## src/rtl/ir_queue_if.sv

```systemverilog
// Fetch/consumer handshake bundle for ir_queue: producer push side, consumer
// head side with raw MIPS field decode, flush and occupancy.
interface ir_queue_if #(
  parameter int DEPTH  = 4,
  parameter int ADDR_W = 32
);
  localparam int CNT_W = $clog2(DEPTH) + 1;

  logic              flush_i;
  logic              in_valid_i;
  logic              in_ready_o;
  logic [31:0]       in_instr_i;
  logic [ADDR_W-1:0] in_pc_i;
  logic              out_valid_o;
  logic              out_ready_i;
  logic [31:0]       out_instr_o;
  logic [ADDR_W-1:0] out_pc_o;
  logic [5:0]        opcode_o;
  logic [4:0]        rs_o;
  logic [4:0]        rt_o;
  logic [4:0]        rd_o;
  logic [4:0]        shift_o;
  logic [5:0]        funct_o;
  logic [15:0]       immediate_o;
  logic [25:0]       target_o;
  logic [CNT_W-1:0]  count_o;

  modport slave (
    input  flush_i, in_valid_i, in_instr_i, in_pc_i, out_ready_i,
    output in_ready_o, out_valid_o, out_instr_o, out_pc_o,
           opcode_o, rs_o, rt_o, rd_o, shift_o, funct_o,
           immediate_o, target_o, count_o
  );

  modport master (
    output flush_i, in_valid_i, in_instr_i, in_pc_i, out_ready_i,
    input  in_ready_o, out_valid_o, out_instr_o, out_pc_o,
           opcode_o, rs_o, rt_o, rd_o, shift_o, funct_o,
           immediate_o, target_o, count_o
  );
endinterface

```

## src/rtl/ir_queue.sv

```systemverilog
// DEPTH-entry instruction FIFO between fetch and the control FSM; buffers
// {pc, instr} pairs and decodes the head word's MIPS fields combinationally.
module ir_queue #(
  parameter int DEPTH  = 4,
  parameter int ADDR_W = 32,
  parameter int BYPASS = 1
) (
  input  logic    clk,
  input  logic    reset_ni,
  ir_queue_if.slave bus
);
  localparam int PTR_W = $clog2(DEPTH);
  localparam int CNT_W = PTR_W + 1;
  localparam int ENT_W = 32 + ADDR_W;

  logic [ENT_W-1:0]  r_mem [DEPTH];
  logic [PTR_W-1:0]  r_rd_ptr;
  logic [PTR_W-1:0]  r_wr_ptr;
  logic [CNT_W-1:0]  r_count;

  logic              w_empty;
  logic              w_full;
  logic              w_in_ready;
  logic              w_out_valid;
  logic [31:0]       w_sel_instr;
  logic [ADDR_W-1:0] w_sel_pc;
  logic              w_push;
  logic              w_pop;
  logic              w_write;
  logic              w_read;

  assign w_empty    = (r_count == '0);
  assign w_full     = (r_count == CNT_W'(DEPTH));
  assign w_in_ready = !w_full && !bus.flush_i;

  // Head select: stored entry when non-empty, else the incoming word if bypass
  // is enabled. Everything reads as zero (SLL $0 = NOP) when nothing is valid.
  always_comb begin
    w_out_valid = 1'b0;
    w_sel_instr = '0;
    w_sel_pc    = '0;
    if (!bus.flush_i) begin
      if (!w_empty) begin
        w_out_valid = 1'b1;
        {w_sel_pc, w_sel_instr} = r_mem[r_rd_ptr];
      end else if ((BYPASS != 0) && bus.in_valid_i) begin
        w_out_valid = 1'b1;
        w_sel_instr = bus.in_instr_i;
        w_sel_pc    = bus.in_pc_i;
      end
    end
  end

  assign w_push  = bus.in_valid_i && w_in_ready;
  assign w_pop   = w_out_valid && bus.out_ready_i;
  // A bypassed word taken in the same cycle never touches storage.
  assign w_write = w_push && !(w_empty && w_pop);
  assign w_read  = w_pop && !w_empty;

  always_ff @(posedge clk or negedge reset_ni) begin
    if (!reset_ni) begin
      r_rd_ptr <= '0;
      r_wr_ptr <= '0;
      r_count  <= '0;
    end else if (bus.flush_i) begin
      r_rd_ptr <= '0;
      r_wr_ptr <= '0;
      r_count  <= '0;
    end else begin
      if (w_write) r_wr_ptr <= r_wr_ptr + PTR_W'(1);
      if (w_read)  r_rd_ptr <= r_rd_ptr + PTR_W'(1);
      case ({w_write, w_read})
        2'b10:   r_count <= r_count + CNT_W'(1);
        2'b01:   r_count <= r_count - CNT_W'(1);
        default: r_count <= r_count;
      endcase
    end
  end

  always_ff @(posedge clk) begin
    if (w_write) r_mem[r_wr_ptr] <= {bus.in_pc_i, bus.in_instr_i};
  end

  assign bus.in_ready_o  = w_in_ready;
  assign bus.out_valid_o = w_out_valid;
  assign bus.out_instr_o = w_sel_instr;
  assign bus.out_pc_o    = w_sel_pc;
  assign bus.opcode_o    = w_sel_instr[31:26];
  assign bus.rs_o        = w_sel_instr[25:21];
  assign bus.rt_o        = w_sel_instr[20:16];
  assign bus.rd_o        = w_sel_instr[15:11];
  assign bus.shift_o     = w_sel_instr[10:6];
  assign bus.funct_o     = w_sel_instr[5:0];
  assign bus.immediate_o = w_sel_instr[15:0];
  assign bus.target_o    = w_sel_instr[25:0];
  assign bus.count_o     = r_count;

`ifdef DEBUG
  always_ff @(posedge clk) begin
    if (reset_ni && w_pop)
      $display("ir_queue pop pc=%h instr=%h", w_sel_pc, w_sel_instr);
  end

  a_no_push_when_full: assert property (
    @(posedge clk) disable iff (!reset_ni) !(w_push && w_full)
  );
`endif
endmodule

```

## src/flat_wrapper.sv

```systemverilog
// flat-port wrapper written by rule: the top's interface ports become plain ports
module ir_queue_flat 
#(
  parameter int DEPTH  = 4,
  parameter int ADDR_W = 32,
  parameter int BYPASS = 1
)
  (clk, reset_ni, bus_flush_i, bus_in_valid_i, bus_in_instr_i, bus_in_pc_i, bus_out_ready_i, bus_in_ready_o, bus_out_valid_o, bus_out_instr_o, bus_out_pc_o, bus_opcode_o, bus_rs_o, bus_rt_o, bus_rd_o, bus_shift_o, bus_funct_o, bus_immediate_o, bus_target_o, bus_count_o);
  ir_queue_if #(.DEPTH(DEPTH), .ADDR_W(ADDR_W)) bus_i ();
  input  logic clk;
  input  logic reset_ni;
  input wire logic [$bits(bus_i.flush_i)-1:0] bus_flush_i;
  input wire logic [$bits(bus_i.in_valid_i)-1:0] bus_in_valid_i;
  input wire logic [$bits(bus_i.in_instr_i)-1:0] bus_in_instr_i;
  input wire logic [$bits(bus_i.in_pc_i)-1:0] bus_in_pc_i;
  input wire logic [$bits(bus_i.out_ready_i)-1:0] bus_out_ready_i;
  output wire logic [$bits(bus_i.in_ready_o)-1:0] bus_in_ready_o;
  output wire logic [$bits(bus_i.out_valid_o)-1:0] bus_out_valid_o;
  output wire logic [$bits(bus_i.out_instr_o)-1:0] bus_out_instr_o;
  output wire logic [$bits(bus_i.out_pc_o)-1:0] bus_out_pc_o;
  output wire logic [$bits(bus_i.opcode_o)-1:0] bus_opcode_o;
  output wire logic [$bits(bus_i.rs_o)-1:0] bus_rs_o;
  output wire logic [$bits(bus_i.rt_o)-1:0] bus_rt_o;
  output wire logic [$bits(bus_i.rd_o)-1:0] bus_rd_o;
  output wire logic [$bits(bus_i.shift_o)-1:0] bus_shift_o;
  output wire logic [$bits(bus_i.funct_o)-1:0] bus_funct_o;
  output wire logic [$bits(bus_i.immediate_o)-1:0] bus_immediate_o;
  output wire logic [$bits(bus_i.target_o)-1:0] bus_target_o;
  output wire logic [$bits(bus_i.count_o)-1:0] bus_count_o;
  assign bus_i.flush_i = bus_flush_i;
  assign bus_i.in_valid_i = bus_in_valid_i;
  assign bus_i.in_instr_i = bus_in_instr_i;
  assign bus_i.in_pc_i = bus_in_pc_i;
  assign bus_i.out_ready_i = bus_out_ready_i;
  assign bus_in_ready_o = bus_i.in_ready_o;
  assign bus_out_valid_o = bus_i.out_valid_o;
  assign bus_out_instr_o = bus_i.out_instr_o;
  assign bus_out_pc_o = bus_i.out_pc_o;
  assign bus_opcode_o = bus_i.opcode_o;
  assign bus_rs_o = bus_i.rs_o;
  assign bus_rt_o = bus_i.rt_o;
  assign bus_rd_o = bus_i.rd_o;
  assign bus_shift_o = bus_i.shift_o;
  assign bus_funct_o = bus_i.funct_o;
  assign bus_immediate_o = bus_i.immediate_o;
  assign bus_target_o = bus_i.target_o;
  assign bus_count_o = bus_i.count_o;
  ir_queue #(.DEPTH(DEPTH), .ADDR_W(ADDR_W), .BYPASS(BYPASS)) u_core (.clk(clk), .reset_ni(reset_ni), .bus(bus_i));
endmodule
```

## config.mk

```make
export PLATFORM = sky130hd
export DESIGN_NAME = ir_queue_flat
export DESIGN_NICKNAME = d
export VERILOG_FILES = /design/src/rtl/ir_queue_if.sv /design/src/rtl/ir_queue.sv /design/src/flat_wrapper.sv
export SDC_FILE = /design/constraint.sdc
export NUM_CORES = 1
export LEC_CHECK = 0
export BUFFER_PORTS_ARGS = -buffer_cell sky130_fd_sc_hd__clkbuf_2
export CORE_ASPECT_RATIO = 0.9
export CORE_MARGIN = 1
export CORE_UTILIZATION = 25
export CTS_CLUSTER_SIZE = 20
export DETAILED_ROUTE_END_ITERATION = 12
export HOLD_SLACK_MARGIN = 0.06
export PLACE_DENSITY = 0.41
export SLEW_MARGIN = 0
export SYNTH_ARGS = -nofsm -noshare
export SYNTH_HDL_FRONTEND = slang
export SYNTH_SLANG_ARGS = --single-unit
```

## constraint.sdc

```tcl
create_clock -name clk -period 6.9 [get_ports clk]
set_input_delay 1.725 -clock clk [delete_from_list [all_inputs] [get_ports clk]]
set_output_delay 1.725 -clock clk [all_outputs]
set_load 0.1 [all_outputs]
```

* After elaboration in Yosys (flattened, before gate mapping) *
Memory sizes are Yosys's and may differ from the RTL's.
Cells that the tools add are included.

storage, ports and cells
  flip-flop bits (word level) = 7
  word-level logic and storage cells = 42
  input port bits = 69
  memories = 1
  memory bits (writable) = 256
  output and inout bits = 143

cells by class
  eq/ne operators = 3
  reductions and logical operators = 14
  multiplexer cells = 17
  add/sub/neg operators = 4

memory list
  memory        words  bits a word  read ports  clocked after Yosys merged registers in  write ports  line            text
  u_core.r_mem  4      64           1           0                                        1            ir_queue.sv:16  logic [ENT_W-1:0] r_mem [DEPTH];

operator list
  kind                                                                    number
  32-bit two-way mux                                                      6
  2-bit two-way mux                                                       4
  1-bit logical AND                                                       6
  3-bit one-hot mux with 2 select lines                                   1
  1-bit two-way mux                                                       5
  2-bit by 1-bit adder with 2-bit output (second input constant)          2
  1-bit logical NOT                                                       4
  2-bit nonzero test                                                      2
  3-bit by 1-bit adder with 3-bit output (second input constant)          1
  3-bit equality test (second input constant)                             1
  3-bit logical NOT                                                       1
  3-bit two-way mux                                                       1
  3-bit nonzero test                                                      1
  3-bit by 1-bit subtractor with 3-bit output (second input constant)     1
  2-bit by 1-bit equality test with 1-bit output (second input constant)  1
  2-bit equality test (second input constant)                             1

* Logic depth before layout (Yosys ltp) *
  word-level depth = 10
  depth in mapped cells = 9
  gate-level depth less buffers = 9

* Worst setup path before layout *
No wires, ideal clock.

  path kind = input -> output
  start point = in bus_flush_i
  end point = out bus_immediate_o[0]
  stages = 4
  setup slack = 1.463 ns
  data arrival time = 3.712 ns
  required time = 5.175 ns
  buffers on the path = 2
  cell sequence = a21oi_1 > clkbuf_1 > a22o_1 > buf_4

on the way
  longest elaborated chain between the ends = 1

RTL lines
  what                line                text
  from (decl)         flat_wrapper.sv:12  input wire logic [$bits(bus_i.flush_i)-1:0] bus_flush_i;
  32-bit two-way mux  ir_queue.sv:42      if (!bus.flush_i) begin
  to (decl)           flat_wrapper.sv:27  output wire logic [$bits(bus_i.immediate_o)-1:0] bus_immediate_o;

Every way passes these cells.

* Worst setup path after layout *
  start point = in bus_flush_i
  end point = out bus_rs_o[1]

on the way
  longest elaborated chain between the ends = 1

RTL lines
  what                line                text
  32-bit two-way mux  ir_queue.sv:42
  to (decl)           flat_wrapper.sv:22  output wire logic [$bits(bus_i.rs_o)-1:0] bus_rs_o;

Every way passes these cells.

==> results.py <==
metrics = {
    "run_status": {
        "outcome": "finished clean",
    },
    "floorplanning": {
        "dieHeight_um": 200,
        "die-width_um": 222,
        "rows": 72,
        "start_util": 0.254,
        "io_pins": 212,
        "core_um2": 43100,
        "dieArea_um2": 44600,
    },
    "timing": {
        "post-route-min-period_ps": 5500,
        "final.setup.worst_slack_ps": 1400,
        "finalSetupTns_ps": 0,
        "tightestPinTransition_ps": 1150,
        "post-route-period-util": 0.797,
        "relSlewSlack": 0.233,
        "final_max_slew_viol_count": 0,
        "fmax_mhz": 182,
        "rsz0062_at_grt": "false",
        "fin_skew_ps": 13.4,
        "finalHoldViolCount": 0,
        "setup_violations": 0,
    },
    "yosys": {
        "synthCells": 542,
        "yosysTopAreaCellShare": 0.703,
        "async_reset_ff_frac": 0.0266,
        "synth_area_um2": 10900,
        "synth_commonest_cells": "256 x edfxtp_1, 76 x buf_4, 64 x a22o_1, 64 x mux4_2, 11 x clkbuf_1",
        "synthDistinctLibCells": 30,
        "syn-num-nets": 616,
        "synth_edf_count": 256,
        "synth_largest_area_cell": "edfxtp_1",
        "synth_warnings": 0,
        "synth_area_leaders": "edfxtp_1 70%, mux4_2 13%, buf_4 5.2%",
        "ys.flop_type": "edfxtp_1",
        "yosysSeqAreaShare": 0.719,
        "yosysMostFrequentCell": "edfxtp_1",
        "synth-seq-cells": 263,
        "syn_area_per_cell_um2": 20.2,
    },
    "final_layout": {
        "stdcell_count": 1265,
        "area_growth_pct": 18.8,
        "nets": 762,
        "fin_area_um2": 13000,
        "drive_above_1_share": 0.457,
        "fillCellCount": 4247,
    },
    "cts": {
        "clkLatencyLatePin_ps": 550,
        "cts_made_buffers": 31,
        "root_buffer": "clkbuf_16",
        "tritoncts": "done",
        "cts_hold_buffers": 0,
        "ctsLongestPathBuffers": 3,
        "cts_setup_buffers": 0,
        "cts_htree_levels": 1,
        "path_clk_slew_ps": 50,
        "postCtsResizedCells": 0,
        "clkSinkCount": 263,
    },
    "placed_design": {
        "io_buffers": 211,
        "place_ws_ps": 1350,
        "dp_hpwl_mm": 13.5,
        "dp_cells": 1210,
        "place_area_um2": 12000,
        "place.gp.congestion": 0.641,
    },
    "critical_path": {
        "startpoint": "bus_flush_i",
        "crit_path_cell_trace": "clkbuf_2, nand2b_1, nor2_8, buf_12, a22o_1, clkbuf_2",
        "cp_slowest_cell": "nor2_8",
        "rr_startpoint": "u_core.bus.count_o[2]",
        "path_delay_family": "buffers and inverters",
        "cp_data_arrival_time_ps": 3780,
        "path_max_fanout": 35,
        "crit_top_cell": "clkbuf_2",
        "required_ps": 5180,
        "cpPeakStageDelay_ps": 500,
        "critical_path_buf_inv_count": 3,
        "worst-setup-path-type": "input port to primary output",
        "start_kind": "input port",
        "end_kind": "primary output",
    },
    "flow_run": {
        "drv_cap": 0,
    },
    "route": {
        "dr.pass1.iters": 4,
        "drt-initial-drc-count": 303,
        "wl_per_cell_um": 19.9,
        "drt.antenna.violating_nets": 0,
        "route.detailed.drc": 0,
        "finalWirelength_mm": 25.2,
        "num_vias": 5682,
        "vias_per_cell": 4.49,
    },
    "global_route": {
        "grt_pass1_vias": 6027,
        "grt_max_degree": 66,
        "grt_use_total": 0.113,
        "antenna_found_initial": 1,
        "grt_overflow": 0,
        "grt_pass1_wl_mm": 38.0,
    },
    "power_and_ir_drop": {
        "p_leak_nw": 4.55,
        "p_per_area_nw_per_um2": 471,
        "p_total_mw": 6.12,
        "ir_worst_vdd_uv": 190,
    },
    "min_path": {
        "hold_path_startpoint": "u_core.r_wr_ptr[1]",
        "hold_path_class": "register to register",
    },
}
[worst paths after layout]
path | to | slack, ps | depth (start not counted)
max in group asynchronous | u_core.r_rd_ptr[0] | 5700 | 1
setup reg to reg | u_core.r_mem[3][10] | 4220 | 3
hold / removal | u_core.r_wr_ptr[1] | 620 | 2
min in group asynchronous | u_core.bus.count_o[1] | 1000 | 1
setup / recovery | bus_rs_o[1] | 1400 | 6
hold reg to reg | u_core.r_wr_ptr[1] | 620 | 2
[logic make-up (layout without fill, tap and decap cells)]
logic type,count (synthesis),after routing,share of synthesized area
AOI/OAI and AO/OA,73,73,0.0566
xor gates and xnor gates,3,3,0.00240
adders and majority gates,5,5,0.00641
buffers and inverters,104,271,0.0663
DFF,263,263,0.719
muxes,67,67,0.135
other,0,1,0
and+or+nand+nor,27,27,0.0141
[routing by layer]
layer / up-vias / wire [um] / track usage
met5: - / 0 / 0
met4: 0 / 493 / 0.0246
met3: 39 / 1230 / 0.0263
met2: 167 / 12800 / 0.198
met1: 3019 / 10700 / 0.140
li1: 2457 / - / -
[worst reg2reg max path: cells and delay by family (launching register included)]
family          cells  cell delay (ps)
simple gates        2             1320
flops               1              460
compound gates      1              470
[layout by cell type, fill, tap and decap left out, drive strengths merged, types with 2 or more instances in the layout]
cell    Yosys  routed
a21oi       4       4
a221o       2       2
a22o       64      64
and2        4       4
buf        90       3
bufinv      0       3
clkbuf     11     251
clkinv      0      11
dfrtp       7       7
edfxtp    256     256
ha          4       4
inv         3       3
mux2        2       2
mux4       64      64
nand2       3       3
nor2       11      11
nor2b       3       3
o22ai       2       2
xor2        2       2
[final cells by class]
cell class	instances	area, um^2	area share
clock inverters	14	134	0.0103
multi-input cells	175	2360	0.182
flip-flops and latches	263	7870	0.606
inverters	3	11.3	0.000867
clock buffers	40	810	0.0623
diodes	1	2.50	0.000193
repair buffers	214	1100	0.0850
well taps	555	694	0.0535
[power by group]
group / internal, mW / total (mW) / leakage, nW / switching (mW)
Sequential: 1.82 / 1.91 / 2.41 / 0.0880
Clock: 0.925 / 1.54 / 0.457 / 0.614
Combinational: 0.464 / 2.67 / 1.69 / 2.21
[metrics by stage]
stage / hold slack [ps] / utilization
2_1_floorplan: 538 / -
3_3_place_gp: 594 / 0.280
3_5_place_dp: 608 / 0.280
4_1_cts: 621 / 0.302
5_1_grt: 664 / 0.302
6_report: 622 / 0.302
[sequential cells by signal, summed over array words and instances (netlist names)]
| signal | count |
|---|---|
| u_core.r_rd_ptr | 2 |
| u_core.bus.count_o | 3 |
| u_core.r_mem | 256 |
| u_core.r_wr_ptr | 2 |
Power figures use the tool's default switching activity.
